==> src/rtl/spi_main.sv <==
// rtl/spi_main.sv - SPI main: shifts one {op,addr,data} frame out on mosi, then
// shifts the sub's response frame in on miso and reports data plus header mismatch.
module spi_main #(
  parameter int MSG_W      = 44,
  parameter int TURNAROUND = 1,
  parameter int CS_GAP     = 2
) (
  input  logic        sclk,
  input  logic        rst,
  input  logic        start,
  input  logic [1:0]  op,
  input  logic [9:0]  addr,
  input  logic [31:0] wdata,
  input  logic        abort,
  output logic        busy,
  output logic        done,
  output logic [31:0] rdata,
  output logic        resp_err,
  output logic        cs_n,
  output logic        mosi,
  input  logic        miso
);

  localparam int LAST_RECV = 2 * MSG_W + TURNAROUND;
  localparam int CNT_W     = $clog2(LAST_RECV + 1) + 1;
  localparam int GAP_LAST  = (CS_GAP > 0) ? CS_GAP - 1 : 0;
  localparam int GAP_W     = $clog2(GAP_LAST + 1) + 1;

  localparam logic [CNT_W-1:0] C_SEND_END = CNT_W'(MSG_W - 1);
  localparam logic [CNT_W-1:0] C_TURN_END = CNT_W'(MSG_W + TURNAROUND);
  localparam logic [CNT_W-1:0] C_RECV_END = CNT_W'(LAST_RECV);
  localparam logic [GAP_W-1:0] C_GAP_END  = GAP_W'(GAP_LAST);

  typedef enum logic [2:0] {IDLE, SEND, TURN, RECV, GAP} state_t;

  state_t            r_state;
  logic [CNT_W-1:0]  r_cnt;
  logic [GAP_W-1:0]  r_gap;
  logic [MSG_W-1:0]  r_tx;
  logic [MSG_W-2:0]  r_rx;
  logic [11:0]       r_hdr;
  logic              r_busy;
  logic              r_done;
  logic              r_err;
  logic              r_cs_n;
  logic              r_mosi;
  logic [31:0]       r_rdata;

  logic              w_legal;
  logic              w_in_frame;
  logic [MSG_W-1:0]  w_frame;
  logic [MSG_W-1:0]  w_rx_next;

  assign w_legal    = (op == 2'b00) || (op == 2'b01);
  assign w_in_frame = (r_state == SEND) || (r_state == TURN) || (r_state == RECV);
  assign w_frame    = {op, addr, (op == 2'b01) ? wdata : 32'h0};
  // The edge that samples the last miso bit also closes the frame, so use the
  // shift value including that bit.
  assign w_rx_next  = {r_rx, miso};

  assign busy     = r_busy;
  assign done     = r_done;
  assign rdata    = r_rdata;
  assign resp_err = r_err;
  assign cs_n     = r_cs_n;
  assign mosi     = r_mosi;

  always_ff @(posedge sclk) begin
    if (rst) begin
      r_state <= IDLE;
      r_cnt   <= '0;
      r_gap   <= '0;
      r_tx    <= '0;
      r_rx    <= '0;
      r_hdr   <= '0;
      r_busy  <= 1'b0;
      r_done  <= 1'b0;
      r_err   <= 1'b0;
      r_cs_n  <= 1'b1;
      r_mosi  <= 1'b0;
      r_rdata <= 32'h0;
    end else begin
      r_done <= 1'b0;
      if (abort && w_in_frame) begin
        r_cs_n  <= 1'b1;
        r_mosi  <= 1'b0;
        r_gap   <= '0;
        r_state <= GAP;
      end else begin
        case (r_state)
          IDLE: begin
            if (start) begin
              if (w_legal) begin
                r_hdr   <= w_frame[MSG_W-1 -: 12];
                r_mosi  <= w_frame[MSG_W-1];
                r_tx    <= {w_frame[MSG_W-2:0], 1'b0};
                r_rx    <= '0;
                r_cnt   <= CNT_W'(1);
                r_cs_n  <= 1'b0;
                r_busy  <= 1'b1;
                r_state <= SEND;
              end else begin
                r_done <= 1'b1;
                r_err  <= 1'b1;
              end
            end
          end
          SEND: begin
            r_mosi <= r_tx[MSG_W-1];
            r_tx   <= {r_tx[MSG_W-2:0], 1'b0};
            r_cnt  <= r_cnt + CNT_W'(1);
            if (r_cnt == C_SEND_END) begin
              r_state <= TURN;
            end
          end
          TURN: begin
            r_mosi <= 1'b0;
            r_cnt  <= r_cnt + CNT_W'(1);
            if (r_cnt == C_TURN_END) begin
              r_state <= RECV;
            end
          end
          RECV: begin
            r_rx  <= w_rx_next[MSG_W-2:0];
            r_cnt <= r_cnt + CNT_W'(1);
            if (r_cnt == C_RECV_END) begin
              r_cs_n  <= 1'b1;
              r_rdata <= w_rx_next[31:0];
              r_err   <= (w_rx_next[MSG_W-1 -: 12] != r_hdr);
              r_done  <= 1'b1;
              r_gap   <= '0;
              r_state <= GAP;
            end
          end
          GAP: begin
            if (r_gap == C_GAP_END) begin
              r_busy  <= 1'b0;
              r_cnt   <= '0;
              r_state <= IDLE;
            end else begin
              r_gap <= r_gap + GAP_W'(1);
            end
          end
          default: begin
            r_cs_n  <= 1'b1;
            r_busy  <= 1'b0;
            r_state <= IDLE;
          end
        endcase
      end
    end
  end

endmodule

==> config.mk <==
export PLATFORM = sky130hd
export DESIGN_NAME = spi_main
export DESIGN_NICKNAME = d
export VERILOG_FILES = /design/src/rtl/spi_main.sv
export SDC_FILE = /design/constraint.sdc
export NUM_CORES = 1
export LEC_CHECK = 0
export CORE_MARGIN = 2
export CORE_UTILIZATION = 60
export CTS_BUF_LIST = sky130_fd_sc_hd__clkbuf_4
export DETAILED_ROUTE_END_ITERATION = 10
export PLACE_DENSITY = 0.85
export RECOVER_POWER = 100
export SLEW_MARGIN = 20
export SYNTH_ARGS = -nofsm -noshare
export SYNTH_HDL_FRONTEND = slang
export SYNTH_SLANG_ARGS = --single-unit
==> constraint.sdc <==
create_clock -name sclk -period 3.7 [get_ports sclk]
set_input_delay 0.74 -clock sclk [delete_from_list [all_inputs] [get_ports sclk]]
set_output_delay 0.74 -clock sclk [all_outputs]
set_load 0.01 [all_outputs]
After elaboration in Yosys (flattened, before gate mapping)
Cells that the tools add are included.
{"block": "totals", "register_bits": 149, "wordCells": 109, "out_inout_bits": 37}
{"block": "op_classes", "bitwise": 3, "mux": 41, "reduce_logical": 26, "eq_ne": 24, "addsub": 2}
{"cell": "two-way mux 44 bit", "n": 2}
{"cell": "one-hot mux 44 bit (2 select lines)", "n": 1}
{"cell": "two-way mux 43 bit", "n": 2}
{"cell": "one-hot mux 43 bit (2 select lines)", "n": 1}
{"cell": "two-way mux 32 bit", "n": 1}
{"cell": "two-way mux 8 bit", "n": 3}
{"cell": "one-hot mux 8 bit (3 select lines)", "n": 1}
{"cell": "two-way mux 3 bit", "n": 7}
{"cell": "equality test 8 x 6 -> 1 bit, second input constant", "n": 2}
{"cell": "AND reduction 4 bit", "n": 4}
{"cell": "one-hot mux 3 bit (5 select lines)", "n": 1}
{"cell": "AND reduction 5 bit", "n": 3}
{"cell": "two-way mux 1 bit", "n": 14}
{"cell": "!= test 12 bit", "n": 1}
{"cell": "AND reduction 6 bit", "n": 2}
{"cell": "!= test 2 bit, second input constant", "n": 5}
{"cell": "!= test 3 x 1 -> 1 bit, second input constant", "n": 3}
{"cell": "!= test 3 bit, second input constant", "n": 3}
{"cell": "one-hot mux 1 bit (3 select lines)", "n": 3}
{"cell": "AND reduction 3 bit", "n": 3}
{"cell": "adder 8 x 1 -> 8 bit, second input constant", "n": 1}
{"cell": "equality test 8 x 7 -> 1 bit, second input constant", "n": 1}
{"cell": "equality test 3 x 2 -> 1 bit, second input constant", "n": 2}
{"cell": "!= test 2 x 1 -> 1 bit, second input constant", "n": 3}
{"cell": "16 further kinds", "n": 27}

Logic depth before layout (Yosys ltp)
{"block": "depth", "depth_word": 6, "mapped_depth": 8}

Worst setup path after synthesis
OpenSTA, ideal clock, no wires.
{"block": "synth_timing", "path_type": "input -> register", "start": "input op[1]", "end": "register r_rx[24]", "arrival_time_ns": 1.989, "n_path_buf": 2, "t_required_ns": 3.630, "setup_time_ns": 0.070, "slack_ns": 1.640, "stages": 6, "cell_sequence": "or4b_1 a21oi_2 buf_4 buf_6 nand3_1 a21oi_1"}
{"block": "synth_via", "elab_chain_len": 4}
{"element": "start, declared", "line": "11", "rtl": "input logic [1:0] op,"}
{"element": "equality test 2 x 1 -> 1 bit or zero test 2 bit (tied branches)", "line": "54", "rtl": "assign w_legal = (op == 2'b00) || (op == 2'b01);"}
{"element": "logical OR 1 bit *", "line": "54"}
{"element": "!= test 2 bit (no source line) *"}
{"element": "AND reduction 4 bit (no source line) *"}
{"element": "end signal, assigned", "line": "124", "rtl": "r_rx <= w_rx_next[MSG_W-2:0];"}
{"element": "end, declared", "line": "40", "rtl": "logic [MSG_W-2:0] r_rx;"}
Every way passes the cells marked *; elsewhere a longest branch is shown, timed or not.
A chain may end at the register's enable or synchronous reset.

Worst setup path in the final report
{"block": "layout_timing", "start": "input op[1]", "end": "register r_cnt[6]"}
{"block": "layout_via", "elab_chain_len": 4}
{"element": "equality test 2 x 1 -> 1 bit or zero test 2 bit (tied branches)", "line": "54"}
{"element": "logical OR 1 bit *", "line": "54"}
{"element": "!= test 2 bit (no source line) *"}
{"element": "AND reduction 5 bit (no source line) *"}
{"element": "end signal, assigned", "line": "111", "rtl": "r_cnt <= r_cnt + CNT_W'(1);"}
{"element": "end signal, assigned", "line": "118", "rtl": "r_cnt <= r_cnt + CNT_W'(1);"}
{"element": "end signal, assigned", "line": "125", "rtl": "r_cnt <= r_cnt + CNT_W'(1);"}
{"element": "end, declared", "line": "37", "rtl": "logic [CNT_W-1:0] r_cnt;"}
Marks and branches as above.

==> qor.txt <==
Design Area, Final - 7400 µm²
Buf/Inv on CP - 2
Worst Hold Depth - 2
CTS sink cnt - 148
# resized after CTS - 0
CTS H-tree depth - 4
Vias per inst - 5.72
Setup ws final - 824 ps
Final Slew Violations - 0
P_leak - 2.47 nW
Post-synthesis sequential area ratio - 46.7%
Count leader, synth - dfxtp_1
Crit path cell chain - dlygate4sd3_1 > clkbuf_1 > nor3b_1 > o311ai_0 > o21ai_0 > a21oi_1
Synth Register Bits - 148
Crit. End Element - flop
Peak supply drop - 0.307 mV
CTS clk-pin slew, worst paths - 120 ps
Minimum clock period - 2880 ps
CTS Root Cell - clkbuf_4
Placed Area - 7190 µm²
Largest cells by area after synthesis - dfxtp_1, mux2i_1, a21oi_1
Pwr Total - 4.07 mW
Top-Level Pins - 86
Prevailing post-synth register cell - dfxtp_1
Max Clock Freq - 0.348 GHz
RR Startpoint - r_state[0]$_SDFFE_PP0P_
Vias in the first global route - 4,885
Required @ worst endpoint - 4170 ps
EDFF count, synth - 0
Cts bufs inserted - 17
CP Max Fanout - 20
Initial Util - 61.7%
ANT nets after route - 0
Hold Startpoint - r_rx[12]$_SDFFE_PP0P_
GRT overflow - 0
HPWL Detailed - 8450 µm
Die area - 11,400 µm²
CP peak stage delay - 810 ps
Final setup fails - 0
Pwr dens - 550 nW/µm²
Die height - 107 µm
Final Non-Filler Cells - 897
# Post-CTS Setup Buffers - 0
Hold_buf cts - 0
Post-synth top area cell - dfxtp_1
Top cells by count, synth - dfxtp_1, nor2_1, a21oi_1, nand3_1, nand2b_1
CP max-delay cell - o311ai_0
Synth Warn # - 0
Min-delay worst type - reg -> reg
Synth-to-layout area growth - 16.6%
Wirelength per Cell - 14.4 µm
Least-Margin Pin Slew - 1070 ps
Sink of the worst hold path - r_rx[13]$_SDFFE_PP0P_
Sum Neg Setup Slack - 0 ps
Worst reg2reg setup slack - 1190 ps
Cells after Synth - 695
Pre-CTS setup slack - 802 ps
Register area - 2960 µm²
Critical path's top delay family - compound AO/OA/AOI/OAI gates
RSZ-0062 raised after global routing - false
Crit Path Category - in -> reg
Layout cells sized above 1 - 6.83%
Antenna violations before repair - 0
Yosys cell types - 57
DRT iter0 DRCs - 246
I/O Buffers - 85
Core footprint - 10,300 µm²
Synth top area share - 46.7%
Mean post-synth cell area - 9.13 µm²
First-pass GRT wire length - 22,100 µm
Fraction of registers with async set or reset after synthesis - 0%
Insertion delay to the later sink of the worst-skew pair - 550 ps
CTS tree - done
Hold slack final - 491 ps
Final hold violation count - 0
Outcome - finished, final reports clean
Num rows - 37
Routed vias - 5,134
Tcrit/Tclk final - 77.7%
Nets@finish - 800
Multi-input gate area - 3010 µm²
Die width - 107 µm
Critical Path AT - 3350 ps
DRT Pass-1 Iters - 5
R2R cell count - 5
Placed insts - 865
Relative slew slack - 28.4%
CP Launch Type - input port
Clock Path Buffers - 2
Diode count - 0
Core Util, Final - 72.0%
Largest net degree at the start of global routing - 87
Routability Congestion - 0.837
Final WL - 12,900 µm
# fillers - 802
Drt drc - 0
Clk_skew - 19.0 ps
Reg2reg end - r_gap[0]$_SDFFE_PP0P_
Mapped Area - 6340 µm²
Max-cap violations - 0
Total Routing Usage GR - 23.8%
Net count after synthesis - 747
## sequential cells by signal, summed over array words and instances (netlist names), 2 cells and up
name	count
r_cnt	8
r_gap	2
r_hdr	12
r_rx	43
r_state	3
r_tx	43
rdata	32
## cell usage in the layout, fill, tap and decap left out, types with 3 or more instances in the layout
cell type and n:
buf_4 3, ha_1 3, a211oi_1 39, a211oi_2 6, buf_12 3, or4b_1 4, nand3_1 50, o21ai_0 22
nand2b_1 46, xnor2_1 12, mux2i_1 44, clkbuf_4 17, inv_1 7, a21oi_1 69, o31ai_1 3, nor2_1 83
dlygate4sd3_1 40, bufinv_16 3, clkinvlp_4 3, or3_1 3, clkdlybuf4s50_1 44, a22oi_1 31, dfxtp_1 148, nand2_1 19
clkinv_2 6, nand4_1 5
## area by class of cell
class	count	share of cell area, %
sequential	148	40.0
multi-input combinational	480	40.6
clock inverter	15	2.22
inverter	7	0.355
clock buffer	17	1.73
tap	136	2.30
timing repair buffer	94	12.7
## routing by layer
metal	up-vias	global-route usage [%]	part of all wire, %
li1	2595	-	-
met1	2390	28.8	44
met2	134	40.5	50
met3	15	6.44	5.0
met4	0	8.91	1.3
met5	-	0	0
## worst reg2reg max path, cell delays in order, from the launching register on
cell and delay, ps:
dfxtp_1 710, and3b_1 250, clkbuf_2 680, nand3_1 310, and3_1 270, o21a_1 180
## cells by family after synthesis
logic type | count (synthesis) | share of synthesized area (%)
buffers and inverters | 67 | 5.21
flip-flops | 148 | 46.7
multiplexers | 44 | 6.94
AND/OR/NAND/NOR | 233 | 18.8
XOR/XNOR | 13 | 1.79
AO/OA/AOI/OAI | 186 | 19.8
adder cells (fa/ha/maj) | 4 | 0.750
## power breakdown
part | internal (mW) | leakage, nW | switching [mW]
Combinational | 0.453 | 1.12 | 0.602
Clock | 0.461 | 0.155 | 0.572
Sequential | 1.81 | 1.20 | 0.168
Total | 2.72 | 2.47 | 1.34
## how the worst max path moves through the flow
stage,start,slack (ps),depth (start not counted),to
after floorplan,op[1],1640,6,r_rx[24]$_SDFFE_PP0P_
final,op[1],820,6,r_cnt[6]$_SDFFE_PP0P_
after global routing,op[1],720,6,r_cnt[6]$_SDFFE_PP0P_
after global placement,start,910,6,r_tx[8]$_SDFFE_PP0P_
after detailed placement,start,800,6,r_tx[16]$_SDFFE_PP0P_
after CTS,r_state[0]$_SDFFE_PP0P_,1360,6,r_tx[31]$_SDFFE_PP0P_
No activity file was read; power rests on OpenSTA's default activity.
